==> config.mk <==
export PLATFORM = sky130hd
export DESIGN_NAME = game_sequencer
export DESIGN_NICKNAME = d
export VERILOG_FILES = /design/src/rtl/game_pkg.sv /design/src/rtl/bcd_counter4.sv /design/src/rtl/game_sequencer.sv
export SDC_FILE = /design/constraint.sdc
export NUM_CORES = 1
export LEC_CHECK = 0
export ABC_AREA = 1
export ABC_CLOCK_PERIOD_IN_PS = 17000
export BUFFER_PORTS_ARGS = -buffer_cell sky130_fd_sc_hd__buf_2
export CAP_MARGIN = 0
export CORE_ASPECT_RATIO = 1.2
export CORE_MARGIN = 2
export CORE_UTILIZATION = 41
export CTS_CLUSTER_SIZE = 30
export DETAILED_ROUTE_END_ITERATION = 7
export SLEW_MARGIN = 20
export SYNTH_ARGS = -nofsm -noshare
export SYNTH_HDL_FRONTEND = slang
export SYNTH_SLANG_ARGS = --single-unit
export TNS_END_PERCENT = 30
==> constraint.sdc <==
create_clock -name ClkPort -period 17 [get_ports ClkPort]
set_clock_uncertainty 0.05 [all_clocks]
set_input_delay 2.55 -clock ClkPort [delete_from_list [all_inputs] [get_ports ClkPort]]
set_output_delay 2.55 -clock ClkPort [all_outputs]
set_load 0.02 [all_outputs]
==> src/rtl/game_pkg.sv <==
// Shared types and defaults for the Flappy Bird game-flow controller.
// State encodings, BCD width and the speaker tone timing defaults.
package game_pkg;

  typedef enum logic [1:0] {
    S_IDLE  = 2'd0,
    S_PLAY  = 2'd1,
    S_CRASH = 2'd2,
    S_OVER  = 2'd3
  } state_t;

  localparam int BCD_W  = 16;
  localparam int DUR_W  = 25;
  localparam int HALF_W = 18;

  localparam int SCORE_HALF_D = 41666;
  localparam int SCORE_LEN_D  = 5000000;
  localparam int CRASH_HALF_D = 166666;
  localparam int CRASH_LEN_D  = 20000000;

endpackage

==> src/rtl/bcd_counter4.sv <==
// Four-digit BCD up-counter with synchronous clear.
// Holds at 9999 instead of wrapping.
module bcd_counter4
  import game_pkg::*;
(
  input  logic             ClkPort,
  input  logic             Reset,
  input  logic             clr,
  input  logic             inc,
  output logic [BCD_W-1:0] bcd
);

  logic [BCD_W-1:0] nxt;
  logic             carry;
  logic             full;

  assign full = (bcd == 16'h9999);

  always_comb begin
    nxt   = bcd;
    carry = 1'b1;
    for (int i = 0; i < 4; i++) begin
      if (carry) begin
        if (bcd[4*i +: 4] == 4'd9) begin
          nxt[4*i +: 4] = 4'd0;
        end else begin
          nxt[4*i +: 4] = bcd[4*i +: 4] + 4'd1;
          carry         = 1'b0;
        end
      end
    end
  end

  always_ff @(posedge ClkPort or posedge Reset) begin
    if (Reset)
      bcd <= '0;
    else if (clr)
      bcd <= '0;
    else if (inc && !full)
      bcd <= nxt;
  end

endmodule

==> src/rtl/game_sequencer.sv <==
// Game-flow controller: state, movement tick, score/high score and
// speaker arbitration between the score chirp and the crash tone.
module game_sequencer
  import game_pkg::*;
#(
  parameter int TICK_W       = 20,
  parameter int DEBOUNCE_CYC = 1000000,
  parameter int CRASH_TICKS  = 64,
  parameter int SCORE_HALF   = SCORE_HALF_D,
  parameter int SCORE_LEN    = SCORE_LEN_D,
  parameter int CRASH_HALF   = CRASH_HALF_D,
  parameter int CRASH_LEN    = CRASH_LEN_D
) (
  input  logic             ClkPort,
  input  logic             Reset,
  input  logic             btn_start,
  input  logic             hit,
  input  logic             pass,
  output logic             move_en,
  output logic             obj_rst,
  output logic [1:0]       state,
  output logic             fail,
  output logic [BCD_W-1:0] score_bcd,
  output logic [BCD_W-1:0] high_bcd,
  output logic             audio_out
);

  localparam int DB_W = $clog2(DEBOUNCE_CYC + 1);
  localparam int CT_W = $clog2(CRASH_TICKS + 1);

  state_t            st, nx;
  logic [TICK_W-1:0] tick_cnt;
  logic              tick;
  logic              sync1, sync2;
  logic              deb, deb_q;
  logic [DB_W-1:0]   db_cnt;
  logic              start_p;
  logic              pass_q, pass_p;
  logic [CT_W-1:0]   crash_cnt;
  logic              crash_last;

  logic              score_clr, score_inc;
  logic              crash_go, over_go, move_d;

  logic [DUR_W-1:0]  c_dur, s_dur;
  logic [HALF_W-1:0] c_hc, s_hc;
  logic              c_ph, s_ph;

  assign tick       = &tick_cnt;
  assign start_p    = deb & ~deb_q;
  assign pass_p     = pass & ~pass_q;
  assign crash_last = (crash_cnt == CT_W'(CRASH_TICKS - 1));
  assign state      = st;

  // Input conditioning and the free-running movement divider.
  always_ff @(posedge ClkPort or posedge Reset) begin
    if (Reset) begin
      tick_cnt <= '0;
      sync1    <= 1'b0;
      sync2    <= 1'b0;
      deb      <= 1'b0;
      deb_q    <= 1'b0;
      db_cnt   <= '0;
      pass_q   <= 1'b0;
    end else begin
      tick_cnt <= tick_cnt + TICK_W'(1);
      sync1    <= btn_start;
      sync2    <= sync1;
      deb_q    <= deb;
      pass_q   <= pass;
      if (sync2 == deb) begin
        db_cnt <= '0;
      end else if (db_cnt == DB_W'(DEBOUNCE_CYC - 1)) begin
        deb    <= sync2;
        db_cnt <= '0;
      end else begin
        db_cnt <= db_cnt + DB_W'(1);
      end
    end
  end

  always_ff @(posedge ClkPort or posedge Reset) begin
    if (Reset)
      st <= S_IDLE;
    else
      st <= nx;
  end

  always_comb begin
    nx = st;
    unique case (st)
      S_IDLE:  if (start_p) nx = S_PLAY;
      S_PLAY:  if (hit) nx = S_CRASH;
      S_CRASH: if (tick && crash_last) nx = S_OVER;
      S_OVER:  if (start_p) nx = S_IDLE;
      default: nx = S_IDLE;
    endcase
  end

  always_comb begin
    score_clr = (st == S_IDLE) && start_p;
    score_inc = (st == S_PLAY) && !hit && pass_p;
    crash_go  = (st == S_PLAY) && hit;
    over_go   = (st == S_CRASH) && tick && crash_last;
    move_d    = (st == S_PLAY) && tick;
    fail      = (st == S_CRASH) || (st == S_OVER);
  end

  always_ff @(posedge ClkPort or posedge Reset) begin
    if (Reset) begin
      move_en   <= 1'b0;
      obj_rst   <= 1'b0;
      crash_cnt <= '0;
      high_bcd  <= '0;
    end else begin
      move_en <= move_d;
      obj_rst <= score_clr;
      if (st != S_CRASH)
        crash_cnt <= '0;
      else if (tick)
        crash_cnt <= crash_cnt + CT_W'(1);
      if (over_go && (score_bcd > high_bcd))
        high_bcd <= score_bcd;
    end
  end

  bcd_counter4 u_score (
    .ClkPort (ClkPort),
    .Reset   (Reset),
    .clr     (score_clr),
    .inc     (score_inc),
    .bcd     (score_bcd)
  );

  // Crash tone: loaded on entry to CRASH, runs out on its own.
  always_ff @(posedge ClkPort or posedge Reset) begin
    if (Reset) begin
      c_dur <= '0;
      c_hc  <= '0;
      c_ph  <= 1'b0;
    end else if (crash_go) begin
      c_dur <= DUR_W'(CRASH_LEN);
      c_hc  <= '0;
      c_ph  <= 1'b0;
    end else if (c_dur != '0) begin
      c_dur <= c_dur - DUR_W'(1);
      if (c_hc == HALF_W'(CRASH_HALF - 1)) begin
        c_hc <= '0;
        c_ph <= ~c_ph;
      end else begin
        c_hc <= c_hc + HALF_W'(1);
      end
    end else begin
      c_hc <= '0;
      c_ph <= 1'b0;
    end
  end

  // Score chirp: restarted by every scored pass, killed by a crash.
  always_ff @(posedge ClkPort or posedge Reset) begin
    if (Reset) begin
      s_dur <= '0;
      s_hc  <= '0;
      s_ph  <= 1'b0;
    end else if (crash_go) begin
      s_dur <= '0;
      s_hc  <= '0;
      s_ph  <= 1'b0;
    end else if (score_inc) begin
      s_dur <= DUR_W'(SCORE_LEN);
      s_hc  <= '0;
      s_ph  <= 1'b0;
    end else if (s_dur != '0) begin
      s_dur <= s_dur - DUR_W'(1);
      if (s_hc == HALF_W'(SCORE_HALF - 1)) begin
        s_hc <= '0;
        s_ph <= ~s_ph;
      end else begin
        s_hc <= s_hc + HALF_W'(1);
      end
    end else begin
      s_hc <= '0;
      s_ph <= 1'b0;
    end
  end

  always_comb begin
    audio_out = 1'b0;
    if (c_dur != '0)
      audio_out = c_ph;
    else if (s_dur != '0)
      audio_out = s_ph;
  end

endmodule

# After elaboration in Yosys (flattened, before gate mapping)
# Index checks and enable logic that the tools add are counted.
# totals
regBits	176
input_bits	5
elab_cells	134
output_inout_bits	38
# op_classes
n_eq_ne	20
bitwise	7
n_lt_le_gt_ge	1
n_reduce_logical	29
addsub	11
muxes	44
# op_table
operator	n
$mux W18	7
$mux W25	5
$reduce_bool A25 Y1	2
$sub A25 B1 Y25 const B	2
$add A20 B1 Y20 const B	2
$mux W20	2
$add A18 B1 Y18 const B	2
$mux W16	2
$mux W4	7
$eq A20 B20 Y1 const B	1
$reduce_and A20 Y1	1
$eq A18 B16 Y1 const B	1
$eq A18 B18 Y1 const B	1
$add A4 B1 Y4 const B	4
$eq A16 B16 Y1 const B	1
$eq A4 B4 Y1 const B	4
$gt A16 B16 Y1	1
$mux W1	14
$mux W7	2
$reduce_bool A2 Y1	6
$logic_and A1 B1 Y1	10
$ne A2 B2 Y1 const B	5
$mux W2	4
$pmux W2 S4	1
15 further kinds	25

# Logic depth before layout (Yosys ltp)
# Gate-level depths: netlist of run 1.
# logic_depth
depth_word	7
mapped_depth	15

# Hierarchy
# From an unflattened synthesis of run 1, not the netlist that was laid out.
# unflattened
hier_cells	1299
area_unflattened_um2	9855.7
# modules_own_cells
mod	area_per_inst_um2	instances	cells_per_inst
game_sequencer	8834.7	1	1167
bcd_counter4	1021.0	1	132

# Worst setup path after synthesis of run 1
# No wires, ideal clock.
# synth_timing
kind	reg2out
from	reg c_dur[0]
to	out audio_out
setup_slack_ns	12.911
path_stages_with_launch	10
t_required_ns	14.400
t_arrival_ns	1.489
path_cell_list	dfrtp_1 > inv_1 > ha_1 > nand2_1 > nor2_1 > nand4_1 > inv_2 > buf_4 > nand3_1 > nand2_1
# synth_via
elab_chain_len	2
# synth_lines
item	line_no	rtl
from (decl)	game_sequencer.sv:45	logic [DUR_W-1:0] c_dur, s_dur;
from (signal assigned)	game_sequencer.sv:142	c_dur <= DUR_W'(CRASH_LEN);
from (signal assigned)	game_sequencer.sv:146	c_dur <= c_dur - DUR_W'(1);
$reduce_bool A25 Y1	game_sequencer.sv:189	if (c_dur != '0)
$mux W1	game_sequencer.sv:189	
to (decl)	game_sequencer.sv:25	output logic audio_out
# No other way between the ends.

# Worst setup path in the final report of run 1
# Same ends and word-level chain as after synthesis.

==> results of run 1 <==
cells in the mapped netlist, drive strengths merged (2+ instances only):
cell	instances	share of area, %
nor3	40	2.1
xnor2	15	1.3
o22ai	2	0.13
ha	39	4.9
o21bai	2	0.15
nand3b	3	0.27
o21ai	35	1.8
dfrtp	176	45
or2	16	1.0
a31oi	2	0.13
nand3	115	5.8
clkbuf	5	0.29
o31ai	4	0.30
buf	7	0.56
xor2	47	4.2
a21oi	34	1.7
nand2	302	12
inv	168	6.4
nand4	30	2.1
nor2	246	10
cell usage in the layout, fill, tap and decap left out, types with 7 or more instances in the layout:
cell	synthesis	layout
ha_1	39	39
inv_1	159	158
o21ai_0	31	31
nor2_2	7	7
nand4_1	29	29
nand2_2	8	8
buf_2	2	42
nand2_1	291	291
inv_2	9	9
clkbuf_16	0	17
dfrtp_1	176	176
a21oi_1	34	34
inv_8	0	7
xnor2_1	15	15
nand3_1	115	115
nor3_1	39	39
nor2_1	234	234
xor2_1	47	47
or2_2	13	13
logic make-up (layout without fill, tap and decap cells):
logic type | count (synthesis) | count (layout) | share of synthesized area [%]
AOI/OAI and AO/OA | 83 | 83 | 4.51
xor gates and xnor gates | 62 | 62 | 5.50
DFF | 176 | 176 | 44.6
and+or+nand+nor | 753 | 753 | 33.2
buffers and inverters | 181 | 244 | 7.27
adders and majority gates | 39 | 39 | 4.94
per-layer routing:
| layer | vias up | share of wire [%] |
|---|---|---|
| met5 | - | 0 |
| met4 | 0 | 1.4 |
| met3 | 23 | 3.0 |
| met2 | 108 | 49 |
| met1 | 3728 | 47 |
| li1 | 4201 | - |
registers in the layout, summed over array words and instances, names as in the netlist, 2 cells and up:
register / flops
db_cnt: 20
high_bcd: 16
s_dur: 25
state: 2
crash_cnt: 7
c_dur: 25
u_score.bcd: 16
c_hc: 18
tick_cnt: 20
s_hc: 18
power by group through the flow:
stage	clock network (mW)	registers [mW]	logic, mW
floorplan	0	0.439	0.0224
global placement	0	0.441	0.0292
detailed placement	0	0.441	0.0297
CTS	0.408	0.433	0.0298
global route	0.426	0.433	0.0343
finish	0.396	0.433	0.0288
area by class of cell:
type	instances	share of cell area, %
repair buffers	43	1.98
clock inverters	15	1.53
multi-input cells	937	43.2
flip-flops and latches	176	40.0
clock buffers	17	3.86
inverters	169	5.83
well taps	320	3.63
metrics by stage:
| stage | util, % | setup slack, ps |
|---|---|---|
| 2_1_floorplan | - | 9630 |
| 3_3_place_gp | 43.8 | 12430 |
| 3_5_place_dp | 43.8 | 12320 |
| 4_1_cts | 46.3 | 12100 |
| 5_1_grt | 46.3 | 11910 |
| 6_report | 46.3 | 12110 |
path summary, 6_finish.rpt:
path	cells after the start	end	slack [ps]	from
max	9	audio_out	12110	c_dur[0]
min	0	sync2	370	sync1
max reg2reg	10	s_dur[19]	14250	state[1]
min reg2reg	0	sync2	370	sync1
max in group asynchronous	3	s_dur[4]	13380	Reset
min in group asynchronous	2	db_cnt[18]	2190	Reset
==> impl_results.md, run 1 <==
- Status: complete, no violations
- Post-CTS resize count: 0
- Distinct cells, synth: 41
- Slew Viols, Final: 0
- Mapped Area: between 9000 and 10000 um^2
- Detail Placement HPWL: 14900 um
- Cell mode on critical path: nand2_1
- M2 GR Usage: 29.4%
- Initial antenna violation count: 0
- DIE WIDTH: 146 um
- Worst Path Required: 14400 ps
- Initial core utilization: 41.5%
- Number of flops mapped to enable cells by yosys: 0
- # Max-Cap Violations: 0
- 1st-pass router iterations: 5
- Synthesis-to-finish area growth: 11.5%
- Vias per cell: 4.81
- CP delay by family, top: simple AND/OR/NAND/NOR gates
- H-tree depth: 4
- Clock root buffer: clkbuf_16
- Worst Hold Class: register to register
- GRT Max-Usage Layer: met2
- Critical Path Source Type: register
- Wire per inst: 12.3 um
- Layout cells sized above 1: 9.14%
- Comb pwr share: 3.4%
- CTS buffer count: 17
- Worst Hold Slack: 368 ps
- Layout Nets: 1388
- Final setup vio count: 0
- Area of the multi-input gates: around 4800 um^2
- Final instance area: between 10000 and 15000 um^2
- DR vias: roughly 8k
- Power per Cell Area: 77.8 nW/um^2
- Internal Pwr Total: 0.643 mW
- GR Util All Layers: 16.9%
- Sequential power share: 50.5%
- Clock power share: 46.2%
- Max VDD drop: roughly 62 uV
- Cells after Synth: approximately 1.3k
- Pleak: 5.38 nW
- Worst Path Max Fanout: 11
- Grt met1 use: 21.8%
- Die area: 25400 um^2
- Worst slew margin: 45.0%
- Global route total overflow: 0
- Worst-Skew Late Latency: about 440 ps
- Setup TNS: 0 ps
- YS warnings: 0
- CP peak stage delay: 380 ps
- CTS clk-pin slew, worst paths: 70 ps
- CTS max path bufs: 2
- CTS tree: yes
- Largest net degree at the start of global routing: 118
- CP max-delay cell: dfrtp_1
- Clock sinks: 176
- FMAX: 205 MHz
- ANT cells: 0
- Synth Area per Inst: 7.63 um^2
- DIE HEIGHT: 174 um
- CORE AREA: 23800 um^2
- Least-Margin Pin Slew: 825 ps
- Number of synthesized register bits: 176
- Vias in the first global route: 7806
- DR iter-0 viols: 383
- Critical-path cell list: inv_1 > ha_1 > nand2_1 > nor2_1 > nand4_1 > inv_2 > nand3_1 > nand2_1 > buf_2
- Postcts setup bufs: 0
- Cell Area, Placed: 10400 um^2
- Num ports: 43
- Asr flop ratio synth: 100%
- Worst path bufs/invs: 3
- Number of fill cells in the layout: 2393
- Switch Pwr: 0.214 mW
- WL final: approximately 21000 um
- Min cycle time layout: 4890 ps
- Layout Cells excl Fill: 1677
- Critical Path AT: 2290 ps
- Final period utilization: 28.7%
- Mapped Nets: 1338
- Tot Pwr: roughly 0.86 mW
- RSZ-0062 raised after global routing: false
- Final Hold Vio Count: 0
- Placed cells: 1645
- Rows: between 60 and 70
- Switching power share of the total: about 25%
- Port Buf Inserts: 42
- Dominant synthesized flop cell: dfrtp_1
- Sequential area share after synthesis: between 40 and 50%
- CP Class: register to output pin
- Met3 usage: roughly 2.8%
- # DRC: 0
- First-pass GRT wire length: roughly 36000 um
- Remaining antenna violation count: 0
- GPL Wtd Cong: 0.875
- CTS Hold Bufs: 0
- Reg area: 4400 um^2
- Crit. End Element: output pin
No activity file was read; power rests on OpenSTA's default activity.
==> run 2, diff against run 1 <==
--- a/config.mk
+++ b/config.mk
@@ -5,8 +5,8 @@
 export SDC_FILE = /design/constraint.sdc
 export NUM_CORES = 1
 export LEC_CHECK = 0
-export ABC_AREA = 1
-export ABC_CLOCK_PERIOD_IN_PS = 17000
+export ABC_AREA = 0
+export ABC_CLOCK_PERIOD_IN_PS = 5000
 export BUFFER_PORTS_ARGS = -buffer_cell sky130_fd_sc_hd__buf_2
 export CAP_MARGIN = 0
 export CORE_ASPECT_RATIO = 1.2
==> constraint.sdc (replaced) <==
create_clock -name ClkPort -period 5 [get_ports ClkPort]
set_clock_uncertainty 0.05 [all_clocks]
set_input_delay 0.75 -clock ClkPort [delete_from_list [all_inputs] [get_ports ClkPort]]
set_output_delay 0.75 -clock ClkPort [all_outputs]
set_load 0.02 [all_outputs]
==> run 2 against run 1 <==
Synthesized cell count fell by 30%. Die area decreased by 7.7%. Cell area is 7.2% lower. Largest power group unchanged.
==> impl_results.md, run 2 <==
- Status: complete, no violations
- Initial core utilization: 41.9% (+0.44 points)
- CTS Hold Bufs: 0 (unchanged)
- Worst path bufs/invs: 1 (-2)
- Largest net degree at the start of global routing: 177 (+50%)
- Die area: 23400 um^2 (-7.7%)
- ANT cells: 0 (unchanged)
- Power per Cell Area: 280 nW/um^2 (+260%)
- Most frequent cell after synthesis: dfrtp_1
- Initial antenna violation count: 0 (unchanged)
- Rows: 59 (-4.8%)
- Least-Margin Pin Slew: 1030 ps (+206 ps)
- CTS buffer count: 17 (unchanged)
- Detail Placement HPWL: 11900 um (-20%)
- Layout cells sized above 1: 11.3% (+2.2 points)
- Share of the synthesized area in the top cell type: 48.4% (+3.8 points)
- Comb pwr share: 1.3% (-2.1 points)
- Final instance area: 10200 um^2 (-7.2%)
- Cell Area, Placed: 9610 um^2 (-7.8%)
- Largest cells by area after synthesis: dfrtp_1, ha_1, xnor2_1
- Vias per cell: 5.34 (+11%)
- Num ports: 43 (unchanged)
- Most frequent cells in the layout: dfrtp_1, nor2_1, nand2_1, xnor2_1
- DR iter-0 viols: 321 (-16%)
- Min cycle time layout: 3540 ps
- RSZ-0062 raised after global routing: false
- Number of flops mapped to enable cells by yosys: 0 (unchanged)
- Final setup vio count: 0 (unchanged)
- Internal Pwr Total: 2.27 mW (+250%)
- Synth Area per Inst: 10.0 um^2 (+31%)
- Worst Path Required: 4200 ps (-10200 ps)
- Placed cells: 1207 (-27%)
- Max VDD drop: 230 uV (+270%)
- Synthesis-to-finish area growth: 12.3%
- Port Buf Inserts: 42 (unchanged)
- Layout Nets: 996 (-28%)
- Final Hold Vio Count: 0 (unchanged)
- Final period utilization: 70.8%
- Critical-path cell list: or4_1 > nor4_4 > nand2_1 > o31ai_1 > buf_2
- DR vias: 6602 (-18%)
- Post-synth top area cell: dfrtp_1
- H-tree depth: 4 (unchanged)
- Clock sinks: 176 (unchanged)
- Switching power share of the total: 20.7% (-4.3 points)
- GPL Wtd Cong: 0.765 (-13%)
- 1st-pass router iterations: 4 (-1)
- Distinct cells, synth: 65 (+59%)
- Most common cell after layout, fill and taps aside: dfrtp_1
- Dominant synthesized flop cell: dfrtp_1
- CTS max path bufs: 2 (unchanged)
- Remaining antenna violation count: 0 (unchanged)
- CTS tree: yes
- Commonest cells post-synth: dfrtp_1, nor2_1, nand2_1
- Mapped Nets: 952 (-29%)
- Switch Pwr: 0.592 mW (+180%)
- Reg2Reg Launch Point: tick_cnt[12]
- Worst-Skew Late Latency: 430 ps (about the same)
- Clock power share: 48.8% (+2.6 points)
- CTS clk-pin slew, worst paths: 70 ps (about the same)
- Worst Hold Class: register to register
- Asr flop ratio synth: 100% (unchanged)
- Postcts setup bufs: 0 (unchanged)
- YS warnings: 0 (unchanged)
- DIE HEIGHT: 167 um (-3.9%)
- CP Class: register to output pin
- Slew Viols, Final: 0 (unchanged)
- CP delay by family, top: simple AND/OR/NAND/NOR gates
- Wire per inst: 14.3 um (+16%)
- Sequential power share: 49.9% (-0.6 points)
- DIE WIDTH: 140 um (-3.9%)
- CORE AREA: 21700 um^2 (-8.9%)
- # Max-Cap Violations: 0 (unchanged)
- Critical Path Source Type: register
- Biggest regs: c_dur (25), s_dur (25)
- Sequential area share after synthesis: 48.4% (+3.8 points)
- Pleak: 4.31 nW (-20%)
- WL final: 17600 um (-14%)
- CP peak stage delay: 670 ps (+290 ps)
- Clock root buffer: clkbuf_16
- # DRC: 0 (unchanged)
- Min-delay src: sync1
- Post-CTS resize count: 0 (unchanged)
- Mapped Area: 9100 um^2 (-7.9%)
- Global route total overflow: 0 (unchanged)
- CP max-delay cell: or4_1
- Worst slew margin: 31.2% (-14 points)
- GR Util All Layers: 16.0% (-0.95 points)
- Number of synthesized register bits: 176 (unchanged)
- Setup TNS: 0 ps (unchanged)
- FMAX: 282 MHz
- First-pass GRT wire length: 31200 um (-14%)
- Critical Path AT: 2740 ps (+450 ps)
- Worst setup startpoint: c_dur[15]
- Crit. End Element: output pin
- Worst Path Max Fanout: 10 (-1)
- Vias in the first global route: 6617 (-15%)
- Cells after Synth: 908 (-30%)
- Layout Cells excl Fill: 1236 (-26%)
run 2: power groups by stage:
stage                     clock network, mW  registers, mW  logic, mW
after global placement                    0           1.46     0.0411
after CTS                              1.43           1.43     0.0415
after detailed placement                  0           1.46     0.0415
after global routing                   1.49           1.43     0.0469
after floorplan                           0           1.46     0.0272
final                                  1.40           1.43     0.0382
run 2: cell families (layout without fill, tap and decap cells):
logic type,count (synthesis),count (layout),share of synthesized area (%)
AO/OA/AOI/OAI,107,107,7.88
XOR/XNOR,96,96,9.24
multiplexers,23,23,2.71
flip-flops,176,176,48.4
adder cells (fa/ha/maj),39,39,5.36
AND/OR/NAND/NOR,399,399,23.5
buffers and inverters,68,122,2.92
run 2: path summary, 6_finish.rpt:
path,slack (ps),to,depth (start not counted)
setup / recovery,1460,audio_out,5
hold / removal,300,sync2,0
setup reg to reg,2140,high_bcd[6],6
hold reg to reg,300,sync2,0
max in group asynchronous,3610,high_bcd[8],3
min in group asynchronous,460,s_dur[4],3
run 2: layer usage:
| layer | track usage, % | part of all wire [%] | vias to the layer above |
|---|---|---|---|
| met4 | 4.65 | 1.2 | 0 |
| met3 | 3.46 | 2.4 | 17 |
| met2 | 27.3 | 49 | 44 |
| li1 | - | - | 3323 |
| met5 | 0 | 0 | - |
| met1 | 20.4 | 47 | 3218 |
run 2: cell type report:
| class | instances | area [um^2] |
|---|---|---|
| tap | 274 | 343 |
| clock inverter | 10 | 163 |
| fill | 2092 | 11500 |
| clock buffer | 19 | 443 |
| multi-input combinational | 664 | 4440 |
| sequential | 176 | 4400 |
| inverter | 47 | 180 |
| timing repair buffer | 46 | 253 |
run 2: stage by stage:
step | total power [mW] | util (%) | setup WS (ps) | hold slack [ps]
floorplan | 1.48 | - | 1950 | 281
global placement | 1.50 | 44.3 | 1870 | 301
detailed placement | 1.50 | 44.3 | 1850 | 285
CTS | 2.90 | 47.1 | 1390 | 300
global route | 2.96 | 47.1 | 1250 | 311
finish | 2.87 | 47.1 | 1460 | 301
==> run 3, diff against run 2 <==
--- a/config.mk
+++ b/config.mk
@@ -5,8 +5,8 @@
 export SDC_FILE = /design/constraint.sdc
 export NUM_CORES = 1
 export LEC_CHECK = 0
-export ABC_AREA = 0
-export ABC_CLOCK_PERIOD_IN_PS = 5000
+export ABC_AREA = 1
+export ABC_CLOCK_PERIOD_IN_PS = 2910
 export BUFFER_PORTS_ARGS = -buffer_cell sky130_fd_sc_hd__buf_2
 export CAP_MARGIN = 0
 export CORE_ASPECT_RATIO = 1.2
==> constraint.sdc (replaced) <==
create_clock -name ClkPort -period 2.91 [get_ports ClkPort]
set_clock_uncertainty 0.05 [all_clocks]
set_input_delay 0.4365 -clock ClkPort [delete_from_list [all_inputs] [get_ports ClkPort]]
set_output_delay 0.4365 -clock ClkPort [all_outputs]
set_load 0.02 [all_outputs]
==> run 3 against run 2 <==
Clock power is 59% higher. First-iteration DRC count rose by 13%. Core utilization is 0.52 points lower. Combinational power grew to 4.6 times the previous value. Total power rose by 72%. Die area is 8.3% higher. Global-route usage grew 1.2 points. Hold slack lost 250 ps. Cell count rose by 36%. Critical path depth increased by 4. Critical path type unchanged.
==> impl_results.md, run 3 (synthesis results as in run 1) <==
- # Max-Cap Violations: 0 (unchanged)
- Number of fill cells in the layout: 2355 (+13%)
- ANT cells: 0 (unchanged)
- Reg2reg setup slack: 630 ps (-1510 ps)
- WL final: 20400 um (+16%)
- Rows: 62 (+5.1%)
- Initial core utilization: 41.5% (-0.44 points)
- Layout Nets: 1398 (+40%)
- Cell mode on critical path: nand2_1
- CTS tree: yes
- Placed cells: 1652 (+37%)
- Clock root buffer: clkbuf_16
- Biggest regs: c_dur (25), s_dur (25)
- CTS clk-pin slew, worst paths: 70 ps (about the same)
- DIE WIDTH: 146 um (+4.1%)
- Worst path bufs/invs: 3 (+2)
- Worst Path Required: 2420 ps (-1780 ps)
- Reg2reg end: high_bcd[0]
- Final setup vio count: 0 (unchanged)
- Detail Placement HPWL: 15100 um (+27%)
- Critical-path cell list: inv_1 > ha_1 > nand2_1 > nor2_1 > nand4_1 > inv_4 > nand3_1 > nand2_1 > buf_2
- Critical Path AT: 2170 ps (-570 ps)
- Reg2Reg Launch Point: u_score.bcd[15]
- Remaining antenna violation count: 0 (unchanged)
- Max VDD drop: 386 uV (+68%)
- Layout Cells excl Fill: 1687 (+36%)
- Slew Viols, Final: 0 (unchanged)
- CP peak stage delay: 380 ps (-290 ps)
- Hold path cells: 1 (+1)
- CTS max path bufs: 2 (unchanged)
- Tot Pwr: 4.93 mW (+72%)
- Final Hold Vio Count: 0 (unchanged)
- DR iter-0 viols: 364 (+13%)
- Pleak: 5.41 nW (+26%)
- Worst-Skew Late Latency: 440 ps (about the same)
- Min cycle time layout: 2660 ps
- Final period utilization: 91.3%
- Status: complete, no violations
- Critical Path Source Type: register
- Layout cells sized above 1: 9.73% (-1.6 points)
- DR vias: 8164 (+24%)
- Crit. End Element: output pin
- CP delay by family, top: simple AND/OR/NAND/NOR gates
- Vias in the first global route: 7795 (+18%)
- Die area: 25400 um^2 (+8.3%)
- Worst Path Max Fanout: 11 (+1)
- Most common cell after layout, fill and taps aside: nand2_1
- DIE HEIGHT: 174 um (+4.1%)
- Num ports: 43 (unchanged)
- Min-delay src: btn_start
- Power per Cell Area: 444 nW/um^2 (+58%)
- Most frequent cells in the layout: nand2_1, nor2_1, dfrtp_1, inv_1, nand3_1
- Worst slew margin: 54.5% (+23 points)
- Largest net degree at the start of global routing: 58 (-67%)
- Least-Margin Pin Slew: 681 ps (-350 ps)
- Wire per inst: 12.1 um (-15%)
- 1st-pass router iterations: 4 (unchanged)
- First-pass GRT wire length: 36500 um (+17%)
- GR Util All Layers: 17.1% (+1.2 points)
- Worst Hold Path EP: sync1
- Global route total overflow: 0 (unchanged)
- CORE AREA: 23800 um^2 (+9.7%)
- H-tree depth: 4 (unchanged)
- Synthesis-to-finish area growth: 12.3% (about the same)
- Worst-case reg-to-reg path depth: 10 (+4)
- GPL Wtd Cong: 0.845 (+10%)
- RSZ-0062 raised after global routing: false
- CTS buffer count: 17 (unchanged)
- Worst Hold Class: input pin to register
- CP Class: register to output pin
- Port Buf Inserts: 42 (unchanged)
- # DRC: 0 (unchanged)
- Setup TNS: 0 ps (unchanged)
- Clock sinks: 176 (unchanged)
- Initial antenna violation count: 0 (unchanged)
- CP max-delay cell: dfrtp_1
- Vias per cell: 4.84 (-9.4%)
- FMAX: 376 MHz
-- run 3: cell types whose count changed in the layout (fill, tap and decap cells not counted), moves of 12 or more --
cell and change:
xnor2_1 -36, nor3_1 +14, nand2_1 +231, inv_1 +113, or3_1 -12, nor2_1 +123
mux2_2 -13, nor4_1 -17, and3_1 -14, nand3_1 +74, or4_1 -17
-- run 3: worst register-to-register path, delay by kind of cell, from the launching register on --
family,cells,cell delay (ps)
adder cells (fa/ha/maj),1,330
buffers and inverters,1,60
flip-flops,1,450
AND/OR/NAND/NOR,8,1280
-- run 3: routing by layer --
layer / GRT usage [%] / vias to the layer above / wire length, um
met3: 2.68 / 15 / 525
met4: 5.35 / 0 / 272
li1: - / 4231 / -
met5: 0 / - / 0
met2: 29.3 / 98 / 9980
met1: 22.3 / 3820 / 9670
-- run 3: layout make-up --
cell class	instances	area, um^2	area share, %
clock buffers	17	425	3.84
clock inverters	15	144	1.30
inverters	169	641	5.78
multi-input cells	937	4760	42.9
flip-flops and latches	176	4400	39.7
well taps	320	400	3.61
repair buffers	53	320	2.89
-- run 3: how the worst max path moves through the flow --
stage,from,endpoint,slack (ps),depth (start not counted)
2_1_floorplan,Reset,c_dur[0],170,1
3_3_place_gp,c_dur[0],audio_out,700,9
3_5_place_dp,u_score.bcd[7],high_bcd[0],620,10
4_1_cts,c_dur[0],audio_out,160,9
5_1_grt,c_dur[9],audio_out,50,8
6_report,c_dur[0],audio_out,250,9
-- run 3: timing repair --
item	CTS	global route
resized for setup	0	1
endpoints found under the hold margin	5	0
hold buffers	1	0
setup buffers	0	2
setup endpoints to repair	0	1
-- run 3: where the power goes --
part / switching [mW] / internal (mW)
logic: 0.123 / 0.0525
clock network: 1.09 / 1.14
registers: 0.0390 / 2.49
total: 1.25 / 3.68
-- run 3: through the flow --
| step | cell area (um^2) | worst slack, ps | hold slack (ps) | util [%] |
|---|---|---|---|---|
| 2_1_floorplan | 9880 | 171 | 281 | - |
| 4_1_cts | 11100 | 157 | 42.2 | 46.5 |
| 3_3_place_gp | 10500 | 702 | 344 | 44.1 |
| 3_5_place_dp | 10500 | 623 | 347 | 44.1 |
| 6_report | 11100 | 253 | 50.9 | 46.6 |
| 5_1_grt | 11100 | 45.4 | 40.2 | 46.6 |
